<file path="src/rtl/bk_pkg.sv">
// rtl/bk_pkg.sv - shared types and helpers for the Brent-Kung frame accumulator
package bk_pkg;

  localparam int BK_W     = 12;
  localparam int BK_CNT_W = 8;

  typedef enum logic [1:0] {
    IDLE  = 2'd0,
    ACCUM = 2'd1,
    HOLD  = 2'd2
  } state_t;

  // Adder operand bus: a on even bits, b on odd bits.
  function automatic logic [2*BK_W-1:0] interleave(input logic [BK_W-1:0] a,
                                                   input logic [BK_W-1:0] b);
    logic [2*BK_W-1:0] bus;
    for (int i = 0; i < BK_W; i++) begin
      bus[2*i]   = a[i];
      bus[2*i+1] = b[i];
    end
    return bus;
  endfunction

endpackage

</file>
<file path="src/rtl/bk_accumulator_adder.sv">
// rtl/bk_accumulator_adder.sv - combinational 12-bit Brent-Kung adder on an interleaved operand bus
module BrentKung (
  input  logic [23:0] INPUTS,
  output logic [12:0] OUTS
);

  localparam int N = 12;

  logic [N-1:0] a;
  logic [N-1:0] b;
  logic [N-1:0] g;
  logic [N-1:0] p;
  logic [N-1:0] p0;
  logic [N-1:0] carry;

  always_comb begin
    for (int i = 0; i < N; i++) begin
      a[i] = INPUTS[2*i];
      b[i] = INPUTS[2*i+1];
    end
    g  = a & b;
    p  = a ^ b;
    p0 = p;
    // Up-sweep: nodes at (i+1) multiple of 2d absorb the block d below them.
    for (int d = 1; d < N; d = d * 2) begin
      for (int i = 0; i < N; i++) begin
        if ((i + 1) % (2 * d) == 0) begin
          g[i] = g[i] | (p[i] & g[i-d]);
          p[i] = p[i] & p[i-d];
        end
      end
    end
    // Down-sweep fills the remaining prefixes from completed ones.
    for (int d = 4; d >= 1; d = d / 2) begin
      for (int i = 0; i < N; i++) begin
        if (((i + 1) % (2 * d) == d) && (i >= 2 * d)) begin
          g[i] = g[i] | (p[i] & g[i-d]);
          p[i] = p[i] & p[i-d];
        end
      end
    end
    carry = {g[N-2:0], 1'b0};
    OUTS  = {g[N-1], p0 ^ carry};
  end

endmodule

</file>
<file path="src/rtl/bk_accumulator.sv">
// rtl/bk_accumulator.sv - saturating frame accumulator feeding a Brent-Kung adder
module bk_accumulator
  import bk_pkg::*;
#(
  parameter int CNT_W = BK_CNT_W
) (
  input  logic             clk,
  input  logic             rst_n,
  input  logic [CNT_W-1:0] cfg_len,
  input  logic             in_valid,
  output logic             in_ready,
  input  logic [BK_W-1:0]  in_data,
  output logic             out_valid,
  input  logic             out_ready,
  output logic [BK_W-1:0]  out_sum,
  output logic             out_sat,
  output logic [CNT_W-1:0] out_count
);

  localparam int W = BK_W;

  state_t           state;
  logic [W-1:0]     acc;
  logic             sat;
  logic [CNT_W-1:0] cnt;
  logic [CNT_W-1:0] len_r;
  logic             out_valid_r;

  logic [2*W-1:0]   operands;
  logic [W:0]       outs;
  logic             accept;
  logic [CNT_W-1:0] cfg_eff;
  logic [CNT_W-1:0] len_eff;
  logic [CNT_W-1:0] cnt_next;
  logic             last;

  assign operands = interleave(acc, in_data);

  BrentKung u_adder (
    .INPUTS (operands),
    .OUTS   (outs)
  );

  assign in_ready = (state != HOLD);
  assign accept   = in_valid && in_ready;
  assign cfg_eff  = (cfg_len == '0) ? CNT_W'(1) : cfg_len;
  // The first beat of a frame must compare against the live config, not len_r.
  assign len_eff  = (state == IDLE) ? cfg_eff : len_r;
  assign cnt_next = cnt + CNT_W'(1);
  assign last     = (cnt_next == len_eff);

  always_ff @(posedge clk or negedge rst_n) begin
    if (!rst_n) begin
      state       <= IDLE;
      acc         <= '0;
      sat         <= 1'b0;
      cnt         <= '0;
      len_r       <= CNT_W'(1);
      out_valid_r <= 1'b0;
    end else begin
      case (state)
        IDLE, ACCUM: begin
          if (accept) begin
            acc <= outs[W] ? {W{1'b1}} : outs[W-1:0];
            sat <= sat | outs[W];
            cnt <= cnt_next;
            if (state == IDLE) begin
              len_r <= cfg_eff;
            end
            if (last) begin
              state       <= HOLD;
              out_valid_r <= 1'b1;
            end else begin
              state <= ACCUM;
            end
          end
        end
        HOLD: begin
          if (out_ready) begin
            state       <= IDLE;
            out_valid_r <= 1'b0;
            acc         <= '0;
            sat         <= 1'b0;
            cnt         <= '0;
          end
        end
        default: state <= IDLE;
      endcase
    end
  end

  assign out_valid = out_valid_r;
  assign out_sum   = acc;
  assign out_sat   = sat;
  assign out_count = cnt;

endmodule

</file>
<file path="config.mk">
export PLATFORM = sky130hd
export DESIGN_NAME = bk_accumulator
export DESIGN_NICKNAME = d
export VERILOG_FILES = /design/src/rtl/bk_pkg.sv /design/src/rtl/bk_accumulator_adder.sv /design/src/rtl/bk_accumulator.sv
export SDC_FILE = /design/constraint.sdc
export NUM_CORES = 1
export LEC_CHECK = 0
export CORE_MARGIN = 1.5
export CORE_UTILIZATION = 47
export CTS_BUF_LIST = sky130_fd_sc_hd__clkbuf_4
export DETAILED_ROUTE_END_ITERATION = 10
export PLACE_DENSITY = 0.86
export SLEW_MARGIN = 30
export SYNTH_ARGS = -nofsm -noshare
export SYNTH_HDL_FRONTEND = slang
export SYNTH_SLANG_ARGS = --single-unit
</file>
<file path="constraint.sdc">
create_clock -name clk -period 3.9 [get_ports clk]
set_clock_uncertainty 0.1 [all_clocks]
set_input_delay 0.39 -clock clk [delete_from_list [all_inputs] [get_ports clk]]
set_output_delay 0.39 -clock clk [all_outputs]
set_load 0.01 [all_outputs]
</file>
==> impl_metrics.py <==
metrics = {
    "run_status": {
        "run_status": "completed",
    },
    "setup_path": {
        "crit_path_top_delay_cell": "sky130_fd_sc_hd__clkdlybuf4s50_1",
        "critical_path.most_common_cell": "sky130_fd_sc_hd__fa_1",
        "crit_fanout": 3,
        "r2r_setup_slk_ns": 1.04,
        "arrival_ns": 3.06,
        "crit-reg2reg-capture": "out_sum[11]",
        "max_stage_delay_ns": 0.41,
        "timing.critical_path.required_ns": 4.02,
        "cp_top_family": "adder cells",
        "rr_startpoint": "out_sum[0]",
        "crit_type": "input port to register",
        "cp-start-kind": "input port",
        "critical_path.cell_chain": "clkdlybuf4s50_1 > ha_1 > fa_1 > a21o_1 > a21oi_1 > o22ai_1 > nand3_1 > nand2_1 > fa_1 > xor2_1 > a221o_1",
        "critical_path_buf_inv_count": 1,
        "startpoint": "in_data[0]",
        "reg2reg_depth": 10,
        "crit_path_end_kind": "register",
    },
    "cts": {
        "clk-insertion-delay-late_ns": 0.34,
        "cts_post_setup_buffers_inserted": 0,
        "tritoncts.num_buffers": 5,
        "ctsHtreeMaxLevel": 2,
        "clockRootBuffer": "sky130_fd_sc_hd__clkbuf_4",
        "holdBufCountCts": 0,
        "clock_slew_at_the_register_clock_pins_of_the_worst_setup_and_hold_paths_ns": 0.10,
        "cts_tree": "yes",
        "cts-resized-gates": 0,
        "maximum_clock_insertion_buffer_count": 2,
        "clock_sink_count": 32,
    },
    "floorplan": {
        "io_pins": 47,
        "placementRows": 24,
        "die_y_um": 69.64,
        "core_footprint_um2": 4324,
        "fp.dieArea_um2": 4849,
        "dieWidth_um": 69.64,
        "initial_core_util_pct": 48.26,
    },
    "sta": {
        "final_min_period_ns": 2.940,
        "fmax_mhz": 340.1,
        "hold_viol": 0,
        "slew_violations": 0,
        "worstMarginPinSlew_ns": 0.7049,
        "finalWorstSetupSlack_ns": 0.9599,
        "worst_slew_margin_rel_pct": 53.01,
        "setup-tns-final_ns": 0,
        "setup_viol_count_final": 0,
        "finalCritPeriodShare_pct": 75.39,
        "worst_hold_slack_ns": 0.3305,
        "rsz0062_at_grt": "no",
    },
    "logic_synthesis": {
        "synth-async-reset-ratio_pct": 100.0,
        "sequential_fraction_of_the_synthesis_area_pct": 38.43,
        "synth.distinct_cells": 47,
        "synth_nets": 236,
        "post_synthesis_cells": 194,
        "synth-edff-count": 0,
        "syn_area_um2": 2087,
        "syn_avg_cell_area_um2": 10.76,
        "synth_top_flop_cell": "sky130_fd_sc_hd__dfrtp_1",
        "synth.yosys.warnings": 0,
        "synth.ff_latch_count": 32,
    },
    "power": {
        "finalPower_mw": 1.921,
        "ir_drop_uv": 342.2,
        "power.density_nw_per_um2": 725.3,
        "power.leakage_nw": 1.122,
    },
    "final_layout": {
        "layout.area.seq_um2": 802.0,
        "design_area_um2": 2649,
        "finish.cell_count_without_fillers": 294,
        "area_added_between_synthesis_and_finish_pct": 26.92,
        "finalCoreUtilization_pct": 61.26,
        "nNetsFinal": 283,
        "area_taken_by_multi_input_logic_gates_um2": 1209,
        "antenna_cells_inserted": 0,
        "drive_above_1_share_pct": 11.16,
        "n_fill_cell": 377,
    },
    "global_routing": {
        "via_count_of_the_first_global_routing_pass": 1613,
        "globalRouteOverflowTotal": 0,
        "grt_use_met1_pct": 25.38,
        "global_route_wire_length_before_repair_um": 7583,
        "grt_use_met3_pct": 5.087,
        "track_usage_pct": 19.43,
        "grt_antenna_before_repair": 0,
        "grt_max_degree": 33,
        "busiest_layer": "met2",
        "grt.met2_usage_pct": 31.84,
    },
    "place": {
        "place.gp.congestion": 0.7920,
        "dp.cells": 286,
        "dp_hpwl_um": 3211,
        "placedInstanceArea_um2": 2592,
        "post-place-ws_ns": 0.5824,
        "portBuffers": 46,
    },
    "routing": {
        "drt-wirelength-per-cell_um": 14.52,
        "drcViolationCount": 0,
        "totalWireLength_um": 4270,
        "drt_iter0_markers": 74,
        "route.vias.total": 1611,
        "firstDrtPassIters": 4,
        "vias_per_cell": 5.480,
        "final_antenna_net_count": 0,
    },
    "hold_path": {
        "hold_class": "input port to asynchronous set/reset pin",
    },
    "flow_run": {
        "maxCapViolCount": 0,
    },
}
[metal layers]
metal | part of all wire [%] | routed length, um
met2 | 50 | 2122
met4 | 1.3 | 56
met3 | 3.9 | 168
met5 | 0 | 0
met1 | 45 | 1923
[worst max-delay path by stage]
stage / slack (ns) / depth (start not counted) / end
floorplan: 1.20 / 10 / out_sum[11]
global placement: 0.70 / 11 / out_sum[11]
detailed placement: 0.58 / 11 / out_sum[11]
CTS: 0.96 / 11 / out_sum[11]
global route: 0.81 / 11 / out_sum[11]
finish: 0.96 / 11 / out_sum[11]
[layout by cell type, fill, tap and decap left out, types with 2 or more instances in the layout]
| cell | n |
|---|---|
| sky130_fd_sc_hd__a211o_1 | 4 |
| sky130_fd_sc_hd__a21o_1 | 4 |
| sky130_fd_sc_hd__a21oi_1 | 6 |
| sky130_fd_sc_hd__a221o_1 | 8 |
| sky130_fd_sc_hd__and2_1 | 2 |
| sky130_fd_sc_hd__buf_4 | 2 |
| sky130_fd_sc_hd__clkbuf_4 | 7 |
| sky130_fd_sc_hd__clkdlybuf4s50_1 | 46 |
| sky130_fd_sc_hd__dfrtp_1 | 31 |
| sky130_fd_sc_hd__fa_1 | 6 |
| sky130_fd_sc_hd__ha_1 | 12 |
| sky130_fd_sc_hd__inv_1 | 11 |
| sky130_fd_sc_hd__mux2_2 | 8 |
| sky130_fd_sc_hd__mux2i_1 | 5 |
| sky130_fd_sc_hd__nand2_1 | 10 |
| sky130_fd_sc_hd__nand2b_1 | 2 |
| sky130_fd_sc_hd__nand3_1 | 4 |
| sky130_fd_sc_hd__nor2_1 | 12 |
| sky130_fd_sc_hd__nor2b_1 | 2 |
| sky130_fd_sc_hd__nor3_1 | 2 |
| sky130_fd_sc_hd__o21a_1 | 5 |
| sky130_fd_sc_hd__o21ai_0 | 10 |
| sky130_fd_sc_hd__o21bai_1 | 2 |
| sky130_fd_sc_hd__o22ai_1 | 2 |
| sky130_fd_sc_hd__o41ai_1 | 2 |
| sky130_fd_sc_hd__xnor2_1 | 8 |
| sky130_fd_sc_hd__xor2_1 | 7 |
[flip-flops by register name, indices dropped and copies added, names as in the netlist]
signal     flops
out_sum       12
len_r          8
out_count      8
state          2
out_sat        1
out_valid      1
[cells by family after synthesis]
kind of cell    count (synthesis)  share of synthesized area [%]
compound gates                 49                          17.69
simple gates                   47                          12.89
flops                          32                          38.43
buf+inv                        19                          3.957
fa+ha+maj                      18                          12.95
xor+xnor                       16                          7.374
mux                            13                          6.715
[cell type report]
type	count	share of cell area [%]
multi-input cells	143	45.63
well taps	52	2.456
flip-flops and latches	32	30.28
clock inverters	1	0.1417
repair buffers	48	17.95
inverters	11	1.559
clock buffers	7	1.984
[synth_stat cells, types with 4 or more instances]
cell type                  count  area share, %
sky130_fd_sc_hd__a211o_1       4            1.7
sky130_fd_sc_hd__a21o_1        4            1.4
sky130_fd_sc_hd__a21oi_1       6            1.4
sky130_fd_sc_hd__a221o_1       8            3.8
sky130_fd_sc_hd__clkbuf_1      6            1.1
sky130_fd_sc_hd__dfrtp_1      31             37
sky130_fd_sc_hd__fa_1          6            5.8
sky130_fd_sc_hd__ha_1         12            7.2
sky130_fd_sc_hd__inv_1        11            2.0
sky130_fd_sc_hd__mux2_2        8            4.3
sky130_fd_sc_hd__mux2i_1       5            2.4
sky130_fd_sc_hd__nand2_1      10            1.8
sky130_fd_sc_hd__nand3_1       4           0.96
sky130_fd_sc_hd__nor2_1       12            2.2
sky130_fd_sc_hd__o21a_1        5            1.8
sky130_fd_sc_hd__o21ai_0      10            2.4
sky130_fd_sc_hd__xnor2_1       8            3.4
sky130_fd_sc_hd__xor2_1        7            2.9
[worst register-to-register path: cells and delay by family (launching register included)]
family | cells | cell delay [ns]
simple gates | 2 | 0.22
compound gates | 4 | 0.90
fa+ha+maj | 3 | 0.96
flops | 1 | 0.41
xor+xnor | 1 | 0.17
[report_power, final]
group	internal, mW	switching, mW	total (mW)
sequential	0.476	0.149	0.625
clock	0.0831	0.112	0.195
combinational	0.609	0.493	1.10
Power figures use the tool's default switching activity.
